### src/rtl/clk_pulse_gen.sv
// clk_pulse_gen
//   Multi-channel programmable clock/pulse generator. Each channel divides clk
//   by a run-time period P and holds the output high for H cycles per period.
//   Period/high-time updates arrive through a valid/ready write port and are
//   staged in shadow registers. They take effect only on a period boundary, or
//   right away while the channel is idle. Stopping always finishes the current
//   period, so no runt pulses are produced.
//
// Ports
//   clk         system clock, rising edge
//   rst         asynchronous reset, active high
//   enable      per-channel run request (level)
//   cfg_valid   config write request
//   cfg_ready   write can be accepted for the channel on cfg_ch
//   cfg_ch      target channel of the write
//   cfg_period  period P in clk cycles
//   cfg_high    high time H in clk cycles
//   clk_out     generated outputs (straight from flops)
//   active      channel is running
//
// Per-channel FSM
//   state  | meaning
//   IDLE   | output low; pending config copied in; waits for enable with P >= 2
//   RUN    | counting 0..P-1; output high while cnt < H; exits only at a wrap
module clk_pulse_gen #(
  parameter int CHANNELS   = 4,
  parameter int CNT_W      = 16,
  parameter int DEF_PERIOD = 2,
  parameter int DEF_HIGH   = 1,
  localparam int CH_W      = (CHANNELS > 1) ? $clog2(CHANNELS) : 1
) (
  input  logic                clk,
  input  logic                rst,
  input  logic [CHANNELS-1:0] enable,
  input  logic                cfg_valid,
  output logic                cfg_ready,
  input  logic [CH_W-1:0]     cfg_ch,
  input  logic [CNT_W-1:0]    cfg_period,
  input  logic [CNT_W-1:0]    cfg_high,
  output logic [CHANNELS-1:0] clk_out,
  output logic [CHANNELS-1:0] active
);

  typedef enum logic {S_IDLE = 1'b0, S_RUN = 1'b1} state_t;

  localparam int NSLOT = 1 << CH_W;

  logic [CHANNELS-1:0] pending;
  logic [NSLOT-1:0]    pend_ext;

  // Channel numbers beyond CHANNELS read as "not pending", so the port is
  // always ready for them and the write simply matches no channel.
  always_comb begin
    pend_ext                 = '0;
    pend_ext[CHANNELS-1:0]   = pending;
  end

  assign cfg_ready = ~pend_ext[cfg_ch];

  for (genvar i = 0; i < CHANNELS; i++) begin : g_ch
    state_t           state_q, state_d;
    logic [CNT_W-1:0] cnt_q, cnt_d, cnt_inc;
    logic [CNT_W-1:0] per_q, high_q, per_sh_q, high_sh_q;
    logic [CNT_W-1:0] per_nx, high_nx;
    logic             pend_q, clk_q, clk_d;
    logic             wr, xfer, wrap, run;

    // pending and a new write never coexist: a write needs pend_q == 0,
    // a transfer needs pend_q == 1.
    assign wr = cfg_valid && cfg_ready && (cfg_ch == CH_W'(i));

    always_ff @(posedge clk or posedge rst) begin
      if (rst) begin
        state_q   <= S_IDLE;
        cnt_q     <= '0;
        clk_q     <= 1'b0;
        pend_q    <= 1'b0;
        per_q     <= CNT_W'(DEF_PERIOD);
        high_q    <= CNT_W'(DEF_HIGH);
        per_sh_q  <= CNT_W'(DEF_PERIOD);
        high_sh_q <= CNT_W'(DEF_HIGH);
      end else begin
        state_q <= state_d;
        cnt_q   <= cnt_d;
        clk_q   <= clk_d;
        pend_q  <= wr | (pend_q & ~xfer);
        if (xfer) begin
          per_q  <= per_sh_q;
          high_q <= high_sh_q;
        end
        if (wr) begin
          per_sh_q  <= cfg_period;
          high_sh_q <= cfg_high;
        end
      end
    end

    always_comb begin
      state_d = state_q;
      cnt_d   = '0;
      clk_d   = 1'b0;
      xfer    = 1'b0;
      wrap    = 1'b0;
      cnt_inc = cnt_q + CNT_W'(1);
      // Configuration in force for the next period if a transfer happens now.
      per_nx  = pend_q ? per_sh_q : per_q;
      high_nx = pend_q ? high_sh_q : high_q;
      if (state_q == S_IDLE) begin
        if (pend_q) begin
          // Transfer edge only; a start waits for the next edge.
          xfer = 1'b1;
        end else if (enable[i] && (per_q >= CNT_W'(2))) begin
          state_d = S_RUN;
          clk_d   = (high_q != '0);
        end
      end else begin
        wrap = (cnt_q == per_q - CNT_W'(1));
        if (wrap) begin
          xfer = pend_q;
          if (!enable[i] || (per_nx < CNT_W'(2))) begin
            state_d = S_IDLE;
          end else begin
            clk_d = (high_nx != '0);
          end
        end else begin
          cnt_d = cnt_inc;
          clk_d = (cnt_inc < high_q);
        end
      end
    end

    always_comb begin
      run = (state_q == S_RUN);
    end

    assign active[i]  = run;
    assign clk_out[i] = clk_q;
    assign pending[i] = pend_q;
  end

endmodule

### config.mk
export PLATFORM = sky130hd
export DESIGN_NAME = clk_pulse_gen
export DESIGN_NICKNAME = d
export VERILOG_FILES = /design/src/rtl/clk_pulse_gen.sv
export SDC_FILE = /design/constraint.sdc
export NUM_CORES = 1
export LEC_CHECK = 0
export ABC_CLOCK_PERIOD_IN_PS = 23300
export BUFFER_PORTS_ARGS = -buffer_cell sky130_fd_sc_hd__buf_2
export CAP_MARGIN = 25
export CORE_MARGIN = 1.5
export CORE_UTILIZATION = 55
export DETAILED_ROUTE_END_ITERATION = 16
export PLACE_DENSITY = 0.72
export SYNTH_ARGS = -nofsm -noshare
export SYNTH_HDL_FRONTEND = slang
export SYNTH_SLANG_ARGS = --single-unit
### constraint.sdc
create_clock -name clk -period 23.3 [get_ports clk]
set_input_delay 1.165 -clock clk [delete_from_list [all_inputs] [get_ports clk]]
set_output_delay 1.165 -clock clk [all_outputs]
set_load 0.03 [all_outputs]
Word-level counts from Yosys, hierarchy flattened
Index checks and enable logic that the tools add are counted.
- reduce and logical (&&, ||, !) cells: 26
- $add $sub $neg: 8
- mux-type cells: 70
- equality and inequality tests: 7
- $lt $le $gt $ge: 13
- bitwise gates (word level): 13
- operators with widths (operator ; number):
    $mux 16 ; 16
    $reduce_bool 16->1 ; 8
    $add 16x1->16 const B ; 4
    $eq 16x16->1 ; 4
    $ge 16x2->1 const B ; 4
    $lt 16x16->1 ; 4
    $lt 16x2->1 const B ; 4
    $sub 16x1->16 const B ; 4
    $mux 1 ; 53
    $logic_and 1x1->1 ; 9
    $not 1->1 ; 5
    $and 1x1->1 ; 4
    $eq 2x2->1 const B ; 2
    $logic_not 1->1 ; 4
    $logic_or 1x1->1 ; 4
    $or 1x1->1 ; 4
    $lt 2x3->1 const B ; 1
    $bmux 1 s2 ; 1
    $eq 2x1->1 const B ; 1
    $logic_not 2->1 ; 1
- output and inout bits: 9
- logic and storage cells: 169
- register bits after elaboration: 332
- input bits: 41

Longest topological paths before layout
Gate-level depths: netlist of run 1.
- word-level depth: 7
- depth in mapped cells: 13
- gate-level depth less buffers: 13

Worst setup path before layout of run 1
Ideal clock, no wire load.
- path type: flip-flop to flip-flop
- from: register g_ch[2].per_q[0]
- to: register g_ch[2].high_q[10]
- setup slack: 19961 ps
- library setup time: 125 ps
- cell stages (with the launch flop): 12
- path buffers: 2
- data arrival time: 3214 ps
- cells stage by stage: dfrtp_1 inv_1 ha_1 clkbuf_1 or4b_1 or4_1 o311ai_0 o21ai_0 a2111o_1 a21o_2 buf_6 mux2_4
- longest elaborated chain between the ends: 4
- ends and longest elaborated chain (item ; line ; source):
    start, declared ; 63 ; logic [CNT_W-1:0] per_q, high_q, per_sh_q, high_sh_q;
    start signal, assigned ; 78 ; per_q <= CNT_W'(DEF_PERIOD);
    start signal, assigned ; 88 ; per_q <= per_sh_q;
    $sub 16x1->16 ; 117 ; wrap = (cnt_q == per_q - CNT_W'(1));
    $eq 16x16->1 ; 117 ;
    $mux 1 ; 118 ; if (wrap) begin
    $mux 1 ; 108 ; if (state_q == S_IDLE) begin
    end signal, assigned ; 79 ; high_q <= CNT_W'(DEF_HIGH);
    end signal, assigned ; 89 ; high_q <= high_sh_q;
    end, declared ; 63 ;
No other way between the ends.
A chain may end at the register's enable or synchronous reset.

Final worst setup path of run 1
- from: register g_ch[2].per_q[0]
- to: register g_ch[2].high_q[11]
The elaborated chain is that of the path after synthesis.

==> results by group, run 1 <==
Critical path
  • WS Path Type: reg -> reg
  • CP arrival: around 4.5 ns
  • CP startpoint kind: register
  • Critical Path RT: 23.71 ns
  • Max FO, Critical Path: 32
  • Critical Path Sink Type: register

Power
  • Lkg Pwr: just under 9 nW
  • Peak supply drop: ~0.072 mV
  • Pwr Total: between 2 and 3 mW
  • PwrDens: between 100 and 150 nW/um2

Global routing
  • Antenna violations before repair: 1
  • Largest net degree at the start of global routing: about 110
  • First-pass GRT wire length: between 70 and 80 mm
  • Vias in the first global route: ~14000
  • Total gr overflow: 0
  • Total GRT Usage: 26.6%

Logic synthesis
  • Number of flops mapped to enable cells by yosys: 0
  • Seq/Total Area, Yosys: between 40 and 50%
  • Synthesized net count: between 1500 and 2000
  • Post-Syn Instances: approximately 1800
  • Synthesized flop and latch total: 332
  • YS warnings: 0
  • Ranking of synthesized cells by area: dfrtp_1 (42%), mux2_2 (9.8%), o211ai_1 (5.6%)
  • Synth cell types: about 70
  • Synthesized area: 18700 um2
  • Main synth FF type: dfrtp_1
  • Synthesized area per cell: 10.6 um2
  • Async S/R FF share, synth: 100%
  • Post-synth top area cell: dfrtp_1
  • Post-synth top area share: 42.3%

Final layout
  • Most frequent cells in the layout: dfrtp_1 (314), mux2_2 (162), o211ai_1 (139)
  • Commonest non-fill, non-tap cell in the layout: dfrtp_1
  • Final nets: ~1900
  • Layout cell share with drive strength beyond 1: roughly a fifth
  • Fill cells: roughly 2700
  • Final Util: slightly above 60%
  • Synth-to-layout area growth: 10.5%

Clock network
  • CTS sink cnt: 332
  • H-tree levels: 2
  • Cts repair resizes: 0
  • CTS buffer count: 37
  • CTS Hold Bufs: 0
  • CTS Root Cell: clkbuf_16
  • Worst-path clk slew: approximately 0.060 ns
  • Setup bufs post-CTS: 0
  • TritonCTS clock tree: built
  • Clk Latency, worst-skew pair: roughly 0.53 ns
  • CTS max path bufs: 3

Place
  • GP Congestion: 0.908
  • Post-DP HPWL: 32.2 mm
  • IO Port Bufs: 49

Timing
  • RSZ-0062 raised after global routing: false
  • Setup TNS: 0 ns
  • Relative slew margins: 33.1%
  • Fmax: around 250 MHz
  • Final Cycle Share: 17.4%
  • Setup violators final: 0
  • Period minus WS final: between 4 and 5 ns
  • Final Skew: around 0.018 ns
  • Final max-slew violation count: 0
  • Final hold viol count: 0
  • Slew @ Worst Pin: ~1 ns

Detailed routing
  • Drt total wl: roughly 46 mm
  • DR vias: between 10000 and 15000
  • DR WL/cell: approximately 20 um
  • Antenna Violating Nets Remaining: 0
  • DRC Markers: 0
  • Vias per cell: about 6
  • Drt initial violations: between 1000 and 1500
  • Pre-Repair DR Iteration Count: 5

Min path
  • Hold Crit Class: reg -> reg

Floorplanning
  • Initial Util: between 50% and 60%
  • # IOs: 50
  • Placement Rows: 67
  • Die Wd: approximately 190 um
  • Core Region: ~33000 um2
  • Die ar.: around 35000 um2
  • Die Span Y: 187 um

Flow run
  • Max-cap violations: 0

Status
  • Status: completed
==> path summary, 6_finish.rpt <==
check | start | endpoint | slack, ns | cells after the start
setup reg to reg | g_ch[2].per_q[0]$_DFFE_PP0P_ | g_ch[2].high_q[11]$_DFFE_PP0P_ | 19.25 | 9
max in group asynchronous | rst | g_ch[3].pend_q$_DFF_PP0_ | 20.45 | 5
setup / recovery | g_ch[2].per_q[0]$_DFFE_PP0P_ | g_ch[2].high_q[11]$_DFFE_PP0P_ | 19.25 | 9
min in group asynchronous | rst | g_ch[3].cnt_q[8]$_DFF_PP0_ | 0.77 | 2
hold reg to reg | g_ch[0].high_sh_q[0]$_DFFE_PP1P_ | g_ch[0].high_q[0]$_DFFE_PP1P_ | 0.50 | 2
hold / removal | g_ch[0].high_sh_q[0]$_DFFE_PP1P_ | g_ch[0].high_q[0]$_DFFE_PP1P_ | 0.50 | 2
==> layout make-up <==
| class | count | area (um2) | share of cell area, % |
|---|---|---|---|
| Tap cell | 448 | 561 | 2.71 |
| Clock buffer | 54 | 1130 | 5.48 |
| Sequential cell | 332 | 8330 | 40.3 |
| Timing Repair Buffer | 70 | 420 | 2.04 |
| Clock inverter | 13 | 284 | 1.38 |
| Inverter | 87 | 334 | 1.62 |
| Antenna cell | 2 | 5.00 | 0.0242 |
| Multi-Input combinational cell | 1242 | 9580 | 46.4 |
==> registers in the layout, indices dropped and copies added (netlist names) <==
signal          count
g_ch.per_q         64
g_ch.per_sh_q      64
g_ch.run            4
g_ch.high_sh_q     64
g_ch.pend_q         4
g_ch.high_q        64
g_ch.cnt_q         64
g_ch.clk_q          4
==> layer usage <==
metal | track usage (%) | share of wire, % | vias up
li1 | - | - | 6432
met1 | 36.9 | 45 | 6938
met2 | 44.1 | 48 | 371
met3 | 3.38 | 5.1 | 85
met4 | 7.35 | 2.5 | 0
met5 | 0 | 0 | -
==> cell usage after synthesis, types with 35 or more instances <==
master and instances:
and2_1 35, dfrtp_1 316, xor2_1 43, nand2_1 104, clkbuf_1 82, nand3_1 42
nor2_1 57, xnor2_1 81, inv_1 87, ha_1 72, nand2b_1 75, nor3_1 39
mux2_2 162, nor4_1 68, o211ai_1 139
==> worst max-delay path, stage by stage (launching register included) <==
cell and delay [ns]:
dfrtp_1 0.44, inv_1 0.11, ha_1 0.31, or4b_1 0.55
or4_1 0.52, o311ai_0 0.09, o21ai_0 0.18, a2111o_1 0.63
a21o_2 0.64, mux2_4 0.44
==> where the power goes <==
part	switching (mW)	leakage (nW)	internal (mW)	total, mW
Sequential	0.277	3.84	0.809	1.09
Clock	0.243	0.694	0.428	0.671
Combinational	0.381	4.39	0.423	0.804
Total	0.901	8.93	1.66	2.56
==> per-stage QoR <==
step / worst slack, ns / instance area [um2] / instances / hold WS [ns]
2_1_floorplan: 12.97 / 18700 / 1770 / 0.475
3_3_place_gp: 19.39 / 19200 / 2177 / 0.490
3_5_place_dp: 19.35 / 19200 / 2177 / 0.495
4_1_cts: 19.31 / 20600 / 2244 / 0.501
5_1_grt: 19.12 / 20600 / 2246 / 0.522
6_report: 19.25 / 20600 / 2248 / 0.496
==> logic make-up (layout without fill, tap and decap cells) <==
family | Yosys count | count (layout) | synth area share, %
simple gates | 566 | 566 | 16.8
flops | 332 | 332 | 44.6
compound gates | 283 | 283 | 11.0
buf+inv | 196 | 224 | 4.33
mux | 195 | 195 | 12.4
xor+xnor | 126 | 126 | 6.06
fa+ha+maj | 72 | 72 | 4.82
other cells | 0 | 2 | 0
Note: power is estimated with default switching activity, not from simulation.
==> run 2: changes to the inputs <==
--- a/config.mk
+++ b/config.mk
@@ -5,7 +5,7 @@
 export SDC_FILE = /design/constraint.sdc
 export NUM_CORES = 1
 export LEC_CHECK = 0
-export ABC_CLOCK_PERIOD_IN_PS = 23300
+export ABC_CLOCK_PERIOD_IN_PS = 4000
 export BUFFER_PORTS_ARGS = -buffer_cell sky130_fd_sc_hd__buf_2
 export CAP_MARGIN = 25
 export CORE_MARGIN = 1.5
==> constraint.sdc (replaced) <==
create_clock -name clk -period 4 [get_ports clk]
set_input_delay 0.2 -clock clk [delete_from_list [all_inputs] [get_ports clk]]
set_output_delay 0.2 -clock clk [all_outputs]
set_load 0.03 [all_outputs]
==> run 2 against run 1 <==
Against the previous run: sequential share of layout area is 0.22 points higher; wire length is 1.0% lower; cell count is 0.18% higher; sequential power grew to 5.9 times the previous value; die area stayed put; worst setup slack worse by 19 ns; critical path type unchanged; highest routed layer unchanged.
==> results by group, run 2 (synthesis results as in run 1) <==
Status
  • Status: completed (unchanged)

Place
  • IO Port Bufs: 49 (unchanged)
  • Post-DP HPWL: 32.4 mm (was 32.2 mm)
  • Dpl cells: 2183 (was 2177)
  • GP Congestion: 0.881 (was 0.908)

Global routing
  • Antenna violations before repair: 2 (was 1)
  • Vias in the first global route: 14200 (was 13800)
  • Total gr overflow: 0 (unchanged)
  • Met3 GRT Util: 4.00% (was 3.38%)
  • Grt met2 use: 43.4% (was 44.1%)
  • Largest net degree at the start of global routing: 130 (was 112)
  • Total GRT Usage: 26.6% (about the same)
  • Grt peak-use layer: met2 (unchanged)
  • GR Util met1: 36.8% (was 36.9%)
  • First-pass GRT wire length: 75.2 mm (was 74.8 mm)

Floorplanning
  • Placement Rows: 67 (unchanged)
  • # IOs: 50 (unchanged)
  • Core Region: 33400 um2 (unchanged)
  • Initial Util: 55.8% (unchanged)
  • Die Wd: 187 um (unchanged)
  • Die ar.: 35100 um2 (unchanged)
  • Die Span Y: 187 um (unchanged)

Final layout
  • Commonest non-fill, non-tap cell in the layout: dfrtp_1 (unchanged)
  • # diodes: 0 (was 2)
  • Final nets: 1889 (was 1883)
  • Finished Layout Cells: 2252 (was 2248)
  • Synth-to-layout area growth: 9.95% (was 10.5%)
  • Layout cell share with drive strength beyond 1: 20.1% (about the same)
  • Most frequent cells in the layout: dfrtp_1 (314), mux2_2 (162), o211ai_1 (139) (unchanged)

Timing
  • Period minus WS final: 3.70 ns (was 4.05 ns)
  • RSZ-0062 raised after global routing: false (unchanged)
  • Final max-slew violation count: 0 (unchanged)
  • Fmax: 270 MHz (was 247 MHz)
  • Final Cycle Share: 92.5% (was 17.4%)
  • Slew @ Worst Pin: 1.03 ns (was 1.00 ns)
  • Setup violators final: 0 (unchanged)
  • Setup TNS: 0 ns (unchanged)
  • Relative slew margins: 31.3% (was 33.1%)
  • Final Skew: 0.0135 ns (was 0.0183 ns)
  • Final hold viol count: 0 (unchanged)

Clock network
  • Clk Latency, worst-skew pair: 0.53 ns (about the same)
  • TritonCTS clock tree: built (unchanged)
  • CTS sink cnt: 332 (unchanged)
  • CTS max path bufs: 3 (unchanged)
  • CTS buffer count: 37 (unchanged)
  • H-tree levels: 2 (unchanged)
  • Worst-path clk slew: 0.06 ns (about the same)
  • CTS Root Cell: clkbuf_16 (unchanged)

Detailed routing
  • Vias per cell: 6.14 (was 6.15)
  • Drt total wl: 45.5 mm (was 46.0 mm)
  • Pre-Repair DR Iteration Count: 5 (unchanged)
  • DR WL/cell: 20.2 um (was 20.4 um)
  • DR vias: 13800 (about the same)
  • Antenna Violating Nets Remaining: 0 (unchanged)
  • Drt initial violations: 964 (was 1061)
  • DRC Markers: 0 (unchanged)

Flow run
  • Max-cap violations: 0 (unchanged)

Critical path
  • CP arrival: 4.10 ns (was 4.45 ns)
  • Critical Path Sink Type: register (unchanged)
  • CP startpoint kind: register (unchanged)
  • WS Path Type: reg -> reg (unchanged)
  • Max FO, Critical Path: 32 (unchanged)
  • Critical Path RT: 4.40 ns (was 23.71 ns)

Power
  • Peak supply drop: 0.499 mV (was 0.0725 mV)
  • Lkg Pwr: 8.88 nW (was 8.93 nW)
  • PwrDens: 706 nW/um2 (was 124 nW/um2)

Min path
  • Hold Crit Class: in -> reg (was reg -> reg)
run 2: cell types whose count changed in the layout (fill, tap and decap cells not counted), moves of 2 or more:
cell / delta
clkinv_2: +7
buf_4: +4
bufinv_16: -4
clkbuf_1: +3
clkbuf_8: -3
inv_6: -3
buf_12: +2
clkbuf_16: -2
clkinv_8: +2
clkinvlp_4: +2
diode_2: -2
dlygate4sd3_1: +2
run 2: where the power goes:
| part | internal, mW | total, mW | leakage (nW) | switching (mW) |
|---|---|---|---|---|
| Sequential | 4.71 | 6.40 | 3.84 | 1.69 |
| Clock | 2.11 | 3.48 | 0.618 | 1.37 |
| Combinational | 2.47 | 4.62 | 4.42 | 2.15 |
| Total | 9.28 | 14.5 | 8.88 | 5.21 |
run 2: layout make-up:
| type | count | area (um2) |
|---|---|---|
| clock buffers | 52 | 1050 |
| clock inverters | 15 | 204 |
| fillers | 2724 | 12900 |
| inverters | 87 | 330 |
| multi-input cells | 1242 | 9580 |
| flip-flops and latches | 332 | 8330 |
| well taps | 448 | 561 |
| repair buffers | 76 | 478 |
run 2: worst max-delay path, stage by stage, from the launching register on:
cell and delay (ns):
dfrtp_1 0.44, inv_1 0.11, ha_1 0.30, or4b_1 0.55, or4_1 0.52, o311ai_0 0.09, o21ai_0 0.17, a2111o_1 0.38
a21o_2 0.56, mux2_4 0.44
run 2: metal layers:
layer / up-vias / share of wire, %
met1: 6943 / 45
met5: - / 0
met4: 0 / 2.5
met2: 365 / 48
li1: 6422 / -
met3: 93 / 4.9
run 2: path summary, 6_finish.rpt:
path	start	slack, ns	cells after the start	endpoint
max	g_ch[2].per_q[0]$_DFFE_PP0P_	0.30	9	g_ch[2].high_q[4]$_DFFE_PP0P_
min	enable[3]	0.03	3	g_ch[3].run$_DFF_PP0_
max reg2reg	g_ch[2].per_q[0]$_DFFE_PP0P_	0.30	9	g_ch[2].high_q[4]$_DFFE_PP0P_
min reg2reg	g_ch[3].high_sh_q[0]$_DFFE_PP1P_	0.52	2	g_ch[3].high_q[0]$_DFFE_PP1P_
max in group asynchronous	rst	2.46	4	g_ch[0].pend_q$_DFF_PP0_
min in group asynchronous	rst	0.36	3	g_ch[3].cnt_q[13]$_DFF_PP0_
run 2: per-stage QoR:
stage                     total power [mW]  utilization [%]  worst slack [ns]  hold WS [ns]  cell area (um2)
final                                 14.5             61.4             0.302        0.0268            20500
after global routing                  15.5             61.4             0.142        0.0130            20500
after CTS                             14.6             61.4             0.320       0.00271            20500
after detailed placement              11.0             57.6             0.328         0.372            19300
after global placement                10.8             57.6             0.415         0.369            19300
after floorplan                       9.70                -            -0.622         0.351            18700
run 2: repair_timing:
item / 4_1_cts / 5_1_grt
resized for setup: 0 / 0
hold buffers: 2 / 0
endpoints found under the hold margin: 26 / 0
setup buffers: 0 / 0
==> run 3: changes to the inputs <==
--- a/config.mk
+++ b/config.mk
@@ -9,9 +9,9 @@
 export BUFFER_PORTS_ARGS = -buffer_cell sky130_fd_sc_hd__buf_2
 export CAP_MARGIN = 25
 export CORE_MARGIN = 1.5
-export CORE_UTILIZATION = 55
+export CORE_UTILIZATION = 50
 export DETAILED_ROUTE_END_ITERATION = 16
-export PLACE_DENSITY = 0.72
+export PLACE_DENSITY = 0.66
 export SYNTH_ARGS = -nofsm -noshare
 export SYNTH_HDL_FRONTEND = slang
 export SYNTH_SLANG_ARGS = --single-unit
==> run 3 against run 2 <==
Against the previous run: count of clock-buffer cells in the layout increased by 8; die area is 9.8% higher; sequential power is essentially flat; sequential share of layout area decreased by 0.18 points; total power grew 0.71%; combinational power down 2%; critical endpoint is now g_ch[2].high_q[5]$_DFFE_PP0P_.
==> results by group, run 3 (synthesis results as in run 1) <==
Clock network
  • CTS Root Cell: clkbuf_16 (unchanged)
  • Clk Latency, worst-skew pair: 0.52 ns (was 0.53 ns)
  • CTS max path bufs: 3 (unchanged)
  • CTS buffer count: 38 (was 37)
  • Setup bufs post-CTS: 0 (unchanged)
  • TritonCTS clock tree: built (unchanged)
  • Worst-path clk slew: 0.06 ns (about the same)
  • H-tree levels: 2 (unchanged)
  • CTS sink cnt: 332 (unchanged)
  • CTS Hold Bufs: 2 (unchanged)
  • Cts repair resizes: 0 (unchanged)

Power
  • PwrDens: 708 nW/um2 (was 706 nW/um2)
  • Lkg Pwr: 8.90 nW (was 8.88 nW)
  • Peak supply drop: 0.499 mV (about the same)

Timing
  • Worst setup margin: 0.307 ns (was 0.302 ns)
  • Period minus WS final: 3.69 ns (was 3.70 ns)
  • Setup violators final: 0 (unchanged)
  • RSZ-0062 raised after global routing: false (unchanged)
  • Fmax: 271 MHz (was 270 MHz)
  • Final Skew: 0.0127 ns (was 0.0135 ns)
  • Setup TNS: 0 ns (unchanged)
  • Final hold viol count: 0 (unchanged)
  • Relative slew margins: 31.8% (was 31.3%)
  • Final max-slew violation count: 0 (unchanged)
  • Final Cycle Share: 92.3% (was 92.5%)
  • Slew @ Worst Pin: 1.02 ns (was 1.03 ns)

Global routing
  • Grt met2 use: 39.2% (was 43.4%)
  • First-pass GRT wire length: 74.4 mm (was 75.2 mm)
  • Largest net degree at the start of global routing: 101 (was 130)
  • Total GRT Usage: 24.2% (was 26.6%)
  • Grt peak-use layer: met2 (unchanged)
  • Total gr overflow: 0 (unchanged)
  • Met3 GRT Util: 3.32% (was 4.00%)
  • Antenna violations before repair: 4 (was 2)
  • GR Util met1: 33.9% (was 36.8%)
  • Vias in the first global route: 13700 (was 14200)

Floorplanning
  • # IOs: 50 (unchanged)
  • Die Wd: 196 um (was 187 um)
  • Die Span Y: 196 um (was 187 um)
  • Placement Rows: 70 (was 67)
  • Die ar.: 38500 um2 (was 35100 um2)
  • Core Region: 36700 um2 (was 33400 um2)
  • Initial Util: 50.9% (was 55.8%)

Final layout
  • Commonest non-fill, non-tap cell in the layout: dfrtp_1 (unchanged)
  • Synth-to-layout area growth: 10.4% (was 9.95%)
  • # diodes: 0 (unchanged)
  • Fill cells: 3121 (was 2724)
  • Most frequent cells in the layout: dfrtp_1 (314), mux2_2 (162), o211ai_1 (139) (unchanged)
  • Layout cell share with drive strength beyond 1: 19.9% (was 20.1%)
  • Final Instance Area: 20600 um2 (was 20500 um2)
  • Final nets: 1891 (was 1889)

Detailed routing
  • Vias per cell: 6.03 (was 6.14)
  • DR vias: 13700 (was 13800)
  • DRC Markers: 0 (unchanged)
  • Antenna Violating Nets Remaining: 0 (unchanged)
  • DR WL/cell: 20.1 um (was 20.2 um)
  • Drt initial violations: 700 (was 964)
  • Pre-Repair DR Iteration Count: 5 (unchanged)
  • Drt total wl: 45.7 mm (was 45.5 mm)

Status
  • Status: completed (unchanged)

Place
  • Placed cell areas: 19300 um2 (about the same)
  • Pre-CTS setup slack: 0.347 ns (was 0.328 ns)
  • GP Congestion: 0.878 (was 0.881)
  • Post-DP HPWL: 32.8 mm (was 32.4 mm)
  • IO Port Bufs: 49 (unchanged)

Critical path
  • WS Path Type: reg -> reg (unchanged)
  • Critical Path RT: 4.41 ns (was 4.40 ns)
  • Origin of the critical flop-to-flop path: g_ch[2].per_q[0]$_DFFE_PP0P_ (unchanged)
  • CP arrival: 4.10 ns (about the same)
  • Reg-to-Reg End: g_ch[2].high_q[5]$_DFFE_PP0P_ (was g_ch[2].high_q[4]$_DFFE_PP0P_)
  • Max FO, Critical Path: 32 (unchanged)
  • Critical Path Sink Type: register (unchanged)
  • CP startpoint kind: register (unchanged)
  • FF-to-FF path depth: 9 (unchanged)
  • Reg2Reg Setup Slack: 0.31 ns (was 0.30 ns)
  • Worst Setup SP: g_ch[2].per_q[0]$_DFFE_PP0P_ (unchanged)

Min path
  • Worst-case hold path end point: g_ch[3].run$_DFF_PP0_ (unchanged)
  • Hold Crit Class: in -> reg (unchanged)
  • Min-delay src: enable[3] (unchanged)
  • Hold path depth: 3 (unchanged)

Flow run
  • Max-cap violations: 0 (unchanged)
-- run 3: worst max-delay path: stages, from the launching register on --
cell and delay [ns]:
dfrtp_1 0.44, inv_1 0.11, ha_1 0.29, or4b_1 0.56, or4_1 0.53, o311ai_0 0.10, o21ai_0 0.14, a2111o_1 0.39
a21o_2 0.56, mux2_4 0.43
-- run 3: how the worst max path moves through the flow --
stage | slack [ns] | end | cells past startpoint
2_1_floorplan | -0.62 | g_ch[0].clk_q$_DFF_PP0_ | 1
3_3_place_gp | 0.42 | g_ch[2].high_q[6]$_DFFE_PP0P_ | 9
3_5_place_dp | 0.35 | g_ch[2].per_q[0]$_DFFE_PP0P_ | 9
4_1_cts | 0.32 | g_ch[2].high_q[11]$_DFFE_PP0P_ | 9
5_1_grt | 0.08 | g_ch[2].high_q[15]$_DFFE_PP0P_ | 9
6_report | 0.31 | g_ch[2].high_q[5]$_DFFE_PP0P_ | 9
-- run 3: through the flow --
stage | instances | utilization [%] | hold WS [ns] | total power [mW]
5_1_grt | 2274 | 56.2 | 0.0260 | 15.6
3_5_place_dp | 2204 | 52.6 | 0.435 | 11.0
6_report | 2274 | 56.2 | 0.0192 | 14.6
2_1_floorplan | 1770 | - | 0.351 | 9.70
4_1_cts | 2274 | 56.2 | 0.00177 | 14.7
3_3_place_gp | 2204 | 52.6 | 0.435 | 10.8
-- run 3: area by class of cell --
type,count,area [um2],area share (%)
inverters,87,330,1.60
repair buffers,77,498,2.41
flip-flops and latches,332,8330,40.4
clock buffers,60,1130,5.50
well taps,468,586,2.84
multi-input cells,1242,9580,46.4
clock inverters,8,169,0.819
-- run 3: per-layer routing --
layer	part of all wire [%]	routed length, um	vias to the layer above
met2	47	21400	312
met1	46	21000	6875
met5	0	0	-
met4	2.6	1190	0
li1	-	-	6439
met3	4.5	2050	84
-- run 3: report_power, final --
part / switching (mW) / leakage, nW / internal [mW]
sequential: 1.71 / 3.84 / 4.71
clock: 1.36 / 0.636 / 2.27
combinational: 2.08 / 4.43 / 2.47
